## config.mk

```make
export PLATFORM = sky130hd
export DESIGN_NAME = mem_wb_stage
export DESIGN_NICKNAME = d
export VERILOG_FILES = /design/src/rtl/mem_wb_stage.sv
export SDC_FILE = /design/constraint.sdc
export NUM_CORES = 1
export LEC_CHECK = 0
export BUFFER_PORTS_ARGS = -buffer_cell sky130_fd_sc_hd__buf_2
export CORE_ASPECT_RATIO = 1.5
export CORE_MARGIN = 10
export CORE_UTILIZATION = 48
export CTS_CLUSTER_SIZE = 24
export DETAILED_ROUTE_END_ITERATION = 8
export PLACE_DENSITY = 0.81
export SLEW_MARGIN = 5
export SYNTH_ARGS = -nofsm -noshare
export SYNTH_HDL_FRONTEND = slang
export SYNTH_SLANG_ARGS = --single-unit
```

## constraint.sdc

```tcl
create_clock -name clk -period 3.95 [get_ports clk]
set_input_delay 0 -clock clk [delete_from_list [all_inputs] [get_ports clk]]
set_output_delay 0 -clock clk [all_outputs]
set_load 0.01 [all_outputs]
```

## src/rtl/mem_wb_stage.sv

```systemverilog
// ---------------------------------------------------------------------------
// mem_wb_stage
//
// Pipeline register and writeback selector between the data-memory stage and
// the register file. An instruction is taken from the memory stage only on
// cycles where memory is not stalling. Every stall cycle becomes a bubble in
// the WB slot. The block picks the writeback value (ALU result, load data or
// link address) and counts retired instructions. It also freezes the core on
// HALT or on a memory error, and requests a single memory dump when that
// happens.
//
// Ports
//   clk           rising-edge clock
//   rst_n         asynchronous active-low reset
//   in_valid      memory-stage slot holds a real instruction
//   in_regWrite   instruction writes a register
//   in_memToReg   writeback value is load data
//   in_link       writeback value is PC+2; has priority over in_memToReg
//   in_writeReg   destination register index
//   in_aluResult  execute result
//   in_pcPlus2    link address
//   in_halt       instruction is HALT
//   memReadData   load data, meaningful when memStall=0
//   memStall      memory access still in progress
//   memErr        memory-stage error flag
//   wb_valid      WB slot holds a retired instruction
//   wb_regWrite   register-file write enable
//   wb_writeReg   register-file write index
//   wb_data       register-file write data and forwarding value
//   dump          one-cycle pulse when HALT or an error retires
//   halted        sticky, core frozen
//   err           sticky memory error
//   retired       retired-instruction count, wraps at 16 bits
// ---------------------------------------------------------------------------
module mem_wb_stage (
    input  logic        clk,
    input  logic        rst_n,
    input  logic        in_valid,
    input  logic        in_regWrite,
    input  logic        in_memToReg,
    input  logic        in_link,
    input  logic [2:0]  in_writeReg,
    input  logic [15:0] in_aluResult,
    input  logic [15:0] in_pcPlus2,
    input  logic        in_halt,
    input  logic [15:0] memReadData,
    input  logic        memStall,
    input  logic        memErr,
    output logic        wb_valid,
    output logic        wb_regWrite,
    output logic [2:0]  wb_writeReg,
    output logic [15:0] wb_data,
    output logic        dump,
    output logic        halted,
    output logic        err,
    output logic [15:0] retired
);

    typedef enum logic {
        RUN    = 1'b0,
        HALTED = 1'b1
    } state_t;

    state_t state, state_nxt;

    logic        capture;     // WB register takes the memory-stage slot
    logic        accept;      // a real instruction retires this cycle
    logic        stop;        // the retiring instruction freezes the core
    logic [15:0] sel_data_p0;

    // The link address has priority over load data.
    function automatic logic [15:0] wb_select(
        input logic        link,
        input logic        mem_to_reg,
        input logic [15:0] alu,
        input logic [15:0] mem,
        input logic [15:0] pc
    );
        if (link)
            return pc;
        else if (mem_to_reg)
            return mem;
        else
            return alu;
    endfunction

    assign sel_data_p0 = wb_select(in_link, in_memToReg, in_aluResult,
                                   memReadData, in_pcPlus2);

    always_comb begin
        state_nxt = state;
        capture   = 1'b0;
        accept    = 1'b0;
        stop      = 1'b0;
        if (state == RUN) begin
            capture = ~memStall;
            accept  = capture & in_valid;
            stop    = accept & (in_halt | memErr);
            if (stop)
                state_nxt = HALTED;
        end
    end

    always_ff @(posedge clk or negedge rst_n) begin
        if (!rst_n)
            state <= RUN;
        else
            state <= state_nxt;
    end

    // The halted output is the FSM state itself, so it sets on the same edge
    // that the halting instruction appears in the WB slot.
    assign halted = (state == HALTED);

    // ---- MEM -> WB register ----
    always_ff @(posedge clk or negedge rst_n) begin
        if (!rst_n) begin
            wb_valid    <= 1'b0;
            wb_regWrite <= 1'b0;
            wb_writeReg <= 3'd0;
            wb_data     <= 16'd0;
            dump        <= 1'b0;
            err         <= 1'b0;
            retired     <= 16'd0;
        end else begin
            // Bubbles clear only the control bits; index and data hold so the
            // forwarding value stays stable across stalls.
            wb_valid    <= accept;
            wb_regWrite <= accept & in_regWrite & ~in_halt & ~memErr;
            dump        <= stop;
            if (capture) begin
                wb_writeReg <= in_writeReg;
                wb_data     <= sel_data_p0;
            end
            if (accept & memErr)
                err <= 1'b1;
            if (accept)
                retired <= retired + 16'd1;
        end
    end

endmodule

```

==> flow_summary.yaml, run 1 <==
cts:
  numClockSinks: 40
  post_cts_resized: 0
  clkLatencyLatePin_ns: 0.28
  cts_clock_pin_slew_for_the_worst_setup_and_hold_paths_ns: 0.08
  cts-root-to-sink-buffers: 2
  postCtsHoldBufs: 7
  clock_tree.htree_level_count: 2
  ctsRootBufferMaster: "sky130_fd_sc_hd__clkbuf_8"
  cts_tree: "done"
  post_cts.repair.setup_buffers: 0
  cts_made_buffers: 5
critical_path:
  cp.required_ns: 4.17
  critical_path.startpoint: "halted"
  critPathMaxFanout: 6
  worst-endpoint-arrival_ns: 1.79
  criticalPathCategory: "flop to flop"
  crit-reg2reg-launch: "halted"
  crit_path_start_kind: "flop"
  endpoint_kind: "flop"
timing:
  grt_setup_unrepaired: "false"
  maxSlewViolCount: 0
  timing.final.setup_violations: 0
  fmax_mhz: 634.1
  min_period_over_period_pct: 39.92
  clock_skew_ns: 0.005302
  period_needed_ns: 1.577
  worst-slew-pin-transition_ns: 0.8569
  worst_slew_margin_rel_pct: 42.87
  whs_ns: 0.009529
  hold_violations: 0
  setup-tns-final_ns: 0
die:
  floorplan.core_area_sq_um: 3889
  effective_utilization_at_floorplan_pct: 48.84
  dieWidth_um: 71.36
  design.die.area_sq_um: 6925
  placement_rows: 28
  fp.dieH_um: 97.04
  ios: 100
routing:
  drt-initial-drc-count: 60
  drc: 0
  routed-wl-met3_um: 414
  drt_first_pass_iters: 4
  final_antenna_net_count: 0
  wl_met2_um: 2570
  route.final.wire_length_um: 5009
  top_layer_used: "met4"
  vias_post_dr: 1654
  route.detailed.wl_per_inst_um: 14.95
  post_drt_via_cell_ratio: 4.937
  detail_route.wirelength.met1_um: 1954
yosys:
  synth_fp_nets: 247
  proportion_of_synthesized_chip_area_in_sequential_cells_pct: 52.70
  postSynth.topFlopCell: "sky130_fd_sc_hd__dfrtp_1"
  synth_top_cell_area_share_pct: 52.70
  yosysUniqueCellTypes: 30
  synth.ff_latch_count: 40
  syn-cell-area_sq_um: 1899
  share_of_flip_flops_with_an_asynchronous_set_or_reset_pct: 100.0
  yosys-top-cells-area: "sky130_fd_sc_hd__dfrtp_1 53%, sky130_fd_sc_hd__mux2i_1 8.4%, sky130_fd_sc_hd__xnor2_1 5.1%"
  syn_inst: 186
  post_synthesis_mean_instance_area_sq_um: 10.21
  synth-edff-count: 0
  yosys_warnings: 0
  synth_top_area_cell: "sky130_fd_sc_hd__dfrtp_1"
place:
  placed_area_sq_um: 2401
  final_hpwl_from_detailed_placement_um: 4010
  gp_congestion: 0.7880
  port_buffers: 99
cells_and_area:
  n_fill_cell: 334
  register_area_sq_um: 1001
  post_route_cells_drive_above_1_share_pct: 41.03
  fin_area_sq_um: 2582
  final_core_util_pct: 66.41
  diodes: 0
  flow.area_growth_from_synthesis_pct: 35.97
  nets: 350
  area_occupied_by_multi_input_gates_sq_um: 840.8
power_and_ir_drop:
  power.total_mw: 1.115
  irDropWorstVdd_v: 0.0004041
  pwr_per_cell_area_nw_per_um2: 431.9
  power_leakage_nw: 1.391
run:
  cap_viol_max_count: 0
grt:
  grt_antenna_before_repair: 0
  grt_pass1_vias: 1779
  global_route_total_overflow: 0
  groute.usage.overall_pct: 14.63
  grt_max_degree: 41
  first_pass_grt_wire_length_um: 8438
worst_hold_path:
  worst_hold_startpoint: "in_pcPlus2[2]"
  hold_path_class: "primary input to flop"
run_status:
  run_status: "finished clean"
==> power breakdown <==
| part | internal [mW] | total (mW) | switching (mW) |
|---|---|---|---|
| combinational | 0.124 | 0.263 | 0.139 |
| sequential | 0.483 | 0.526 | 0.0432 |
| clock | 0.187 | 0.327 | 0.140 |
| total | 0.794 | 1.12 | 0.322 |
==> flip-flops by register name (all words and copies together) (netlist names) <==
| signal | flops |
|---|---|
| retired | 16 |
| halted | 1 |
| dump | 1 |
| wb_data | 16 |
| wb_regWrite | 1 |
| err | 1 |
| wb_writeReg | 3 |
| wb_valid | 1 |
==> layout make-up <==
| class | instances | share of cell area, % |
|---|---|---|
| Timing Repair Buffer | 106 | 21.90 |
| Sequential cell | 40 | 38.76 |
| Multi-Input combinational cell | 134 | 32.56 |
| Inverter | 2 | 0.2907 |
| Clock inverter | 3 | 1.647 |
| Tap cell | 45 | 2.180 |
| Clock buffer | 5 | 2.665 |
==> worst paths after layout <==
| check | end | slack (ns) | cells after the start |
|---|---|---|---|
| max | retired[7] | 2.37 | 4 |
| min | wb_data[2] | 0.01 | 3 |
| max reg2reg | retired[7] | 2.37 | 4 |
| min reg2reg | err | 0.46 | 1 |
| max in group asynchronous | wb_writeReg[2] | 3.05 | 2 |
| min in group asynchronous | wb_data[7] | 0.36 | 2 |
==> routing by layer <==
metal,vias up,track usage [%]
met5,-,0
met2,62,25.20
li1,832,-
met4,0,5.082
met1,754,15.84
met3,6,5.215
==> through the flow <==
step / instances / worst slack [ns]
after global placement: 320 / 2.433
final: 335 / 2.373
after global routing: 335 / 2.305
after detailed placement: 320 / 2.373
after floorplan: 186 / 2.474
after CTS: 335 / 2.365
==> Yosys cell counts (2+ instances only) <==
cell type / count
sky130_fd_sc_hd__nor2_1: 21
sky130_fd_sc_hd__mux2i_1: 16
sky130_fd_sc_hd__nand3_1: 3
sky130_fd_sc_hd__o21ai_0: 16
sky130_fd_sc_hd__xor2_1: 3
sky130_fd_sc_hd__xnor2_1: 11
sky130_fd_sc_hd__nand4_1: 4
sky130_fd_sc_hd__mux2_2: 3
sky130_fd_sc_hd__clkbuf_1: 7
sky130_fd_sc_hd__nor4_2: 2
sky130_fd_sc_hd__nand2_1: 25
sky130_fd_sc_hd__and3_1: 2
sky130_fd_sc_hd__dfrtp_1: 40
sky130_fd_sc_hd__a21oi_1: 16
sky130_fd_sc_hd__or2_2: 2
==> layout by cell type (no fill, tap or decap), types with 2 or more instances in the layout <==
master	count
sky130_fd_sc_hd__mux2_2	3
sky130_fd_sc_hd__nand4_1	4
sky130_fd_sc_hd__mux2i_1	16
sky130_fd_sc_hd__buf_2	99
sky130_fd_sc_hd__xor2_1	3
sky130_fd_sc_hd__nor4_2	2
sky130_fd_sc_hd__nand2_1	25
sky130_fd_sc_hd__nand3_1	3
sky130_fd_sc_hd__clkbuf_8	5
sky130_fd_sc_hd__nor2_1	21
sky130_fd_sc_hd__xnor2_1	11
sky130_fd_sc_hd__a21oi_1	16
sky130_fd_sc_hd__o21ai_0	16
sky130_fd_sc_hd__or2_2	2
sky130_fd_sc_hd__and3_1	2
sky130_fd_sc_hd__dlygate4sd3_1	7
sky130_fd_sc_hd__dfrtp_1	40
==> worst max-delay path: stages, from the launching register on <==
cell and delay [ns]:
sky130_fd_sc_hd__dfrtp_1 0.41, sky130_fd_sc_hd__or3b_1 0.52, sky130_fd_sc_hd__nor2_4 0.21, sky130_fd_sc_hd__and4_4 0.26, sky130_fd_sc_hd__xor2_2 0.12
==> logic make-up (layout without fill, tap and decap cells) <==
group | after synthesis | after routing | share of synthesized area, %
compound gates | 34 | 34 | 9.223
flops | 40 | 40 | 52.70
buf+inv | 12 | 116 | 3.030
fa+ha+maj | 1 | 1 | 0.6587
mux | 19 | 19 | 10.21
xor+xnor | 15 | 15 | 7.313
simple gates | 65 | 65 | 16.86
Note: power is estimated with default switching activity, not from simulation.
==> run 2, diff against run 1 <==
CORE_UTILIZATION = 45   (was 48)
PLACE_DENSITY = 0.77   (was 0.81)
clock period = 1.6 ns   (was 3.95 ns; I/O delays follow)
==> run 2 against run 1 <==
Via count up 0.30%. Critical endpoint is now retired[15]. Critical path depth grew 1. Clock power increased by 100%. Utilization decreased by 1.8 points. Non-clock buffer count grew 4. Power increased by 130%. Largest cell class unchanged. First-iteration DRC count is 13% lower. Setup slack worse by 2.2 ns.
==> flow_summary.yaml, run 2 (synthesis results as in run 1) <==
run_status:
  run_status: "finished clean"
grt:
  groute.usage.overall_pct: 13.76
  first_pass_grt_wire_length_um: 8059
  grt_pass1_vias: 1650
  grt_antenna_before_repair: 0
  grt_max_degree: 41
  global_route_total_overflow: 0
die:
  floorplan.core_area_sq_um: 4029
  placement_rows: 28
  ios: 100
  fp.dieH_um: 99.57
  effective_utilization_at_floorplan_pct: 47.14
  design.die.area_sq_um: 7273
  dieWidth_um: 73.05
timing:
  fmax_mhz: 689.1
  worst_slew_margin_rel_pct: 67.50
  hold_violations: 0
  clock_skew_ns: 0.002944
  grt_setup_unrepaired: "false"
  worst-slew-pin-transition_ns: 0.4875
  min_period_over_period_pct: 90.70
  setup-tns-final_ns: 0
  timing.final.setup_violations: 0
  period_needed_ns: 1.451
  maxSlewViolCount: 0
worst_hold_path:
  whs_path_depth: 3
  hold_path_class: "primary input to flop"
power_and_ir_drop:
  power_leakage_nw: 1.414
  pwr_per_cell_area_nw_per_um2: 1007
  irDropWorstVdd_v: 0.0008376
  power.total_mw: 2.621
place:
  gp_congestion: 0.7752
  final_hpwl_from_detailed_placement_um: 4034
  port_buffers: 99
cells_and_area:
  nets: 354
  final_common_cell: "sky130_fd_sc_hd__buf_2"
  largest_registers: "retired (16), wb_data (16), wb_writeReg (3)"
  mostFrequentLayoutCells: "99 x sky130_fd_sc_hd__buf_2, 40 x sky130_fd_sc_hd__dfrtp_1, 25 x sky130_fd_sc_hd__nand2_1"
  diodes: 0
  n_fill_cell: 354
  post_route_cells_drive_above_1_share_pct: 41.50
  flow.area_growth_from_synthesis_pct: 37.02
critical_path:
  endpoint_kind: "flop"
  crit_chain: "nand4_1, buf_4, nor2_1, nand4_1, xnor2_1"
  biggest_cell_delay_along_the_critical_path_ns: 0.43
  crit_path_top_delay_cell: "sky130_fd_sc_hd__dfrtp_1"
  critical_path_depth: 5
  crit_path_start_kind: "flop"
  worst-path-buf-inv: 1
  worst-endpoint-arrival_ns: 1.63
  r2r.worst_path.cells: 5
  critical-path-top-cell-by-count: "sky130_fd_sc_hd__nand4_1"
  criticalPathCategory: "flop to flop"
  cp.required_ns: 1.77
  critPathMaxFanout: 6
  path_delay_family: "simple AND/OR/NAND/NOR gates"
cts:
  ctsRootBufferMaster: "sky130_fd_sc_hd__clkbuf_8"
  cts_tree: "done"
  cts_clock_pin_slew_for_the_worst_setup_and_hold_paths_ns: 0.07
  numClockSinks: 40
  cts_made_buffers: 5
  clock_tree.htree_level_count: 2
  cts-root-to-sink-buffers: 2
  clkLatencyLatePin_ns: 0.28
routing:
  route.detailed.wl_per_inst_um: 14.99
  drt_first_pass_iters: 4
  route.final.wire_length_um: 5082
  post_drt_via_cell_ratio: 4.894
  drt-initial-drc-count: 52
  final_antenna_net_count: 0
  drc: 0
  vias_post_dr: 1659
run:
  cap_viol_max_count: 0
-- run 2: worst min-delay path: cells and delay by family --
family | cells | cell delay (ns)
buf+inv | 1 | 0.07
compound gates | 2 | 0.18
-- run 2: cell type report --
cell class                 instances  area (sq um)  share of cell area, %
clock buffer                       8         90.09                  3.462
inverter                           2         7.507                 0.2885
multi-input combinational        134         852.1                  32.74
sequential                        40          1001                  38.46
tap                               45         56.30                  2.163
timing repair buffer             110         595.6                  22.88
-- run 2: power by group --
part	internal (mW)	switching, mW
sequential	1.19	0.107
clock	0.351	0.318
combinational	0.306	0.344
total	1.85	0.770
-- run 2: final timing paths --
check                                    from        endpoint  slack [ns]
min in group asynchronous               rst_n      retired[7]        0.31
worst max register to register     retired[4]     retired[15]        0.15
max in group asynchronous               rst_n  wb_writeReg[2]        0.95
worst min register to register            err             err        0.45
worst min-delay path            in_pcPlus2[1]      wb_data[1]       0.009
worst max-delay path               retired[4]     retired[15]        0.15
-- run 2: what timing repair did --
item | 4_1_cts | 5_1_grt
hold buffers | 7 | 0
gates resized for setup | 0 | 2
setup endpoints to repair | 0 | 3
endpoints found under the hold margin | 46 | 0
setup buffers | 0 | 0
-- run 2: stage by stage --
| step | setup slack [ns] | area [sq um] | cells | util, % | hold slack, ns |
|---|---|---|---|---|---|
| 2_1_floorplan | 0.1235 | 1899 | 186 | - | -0.2956 |
| 3_3_place_gp | 0.09753 | 2431 | 324 | 60.34 | 0.08171 |
| 3_5_place_dp | 0.05967 | 2431 | 324 | 60.34 | 0.08507 |
| 4_1_cts | 0.04163 | 2591 | 339 | 64.32 | 0.004728 |
| 5_1_grt | 0.02480 | 2603 | 339 | 64.60 | 0.03250 |
| 6_report | 0.1488 | 2603 | 339 | 64.60 | 0.009311 |
-- run 2: routing by layer --
metal	share of wire, %	vias up	global-route usage [%]
met5	0	-	0
met4	1.2	0	4.839
met3	11	4	6.667
met2	52	57	24.29
met1	36	754	13.29
li1	-	844	-
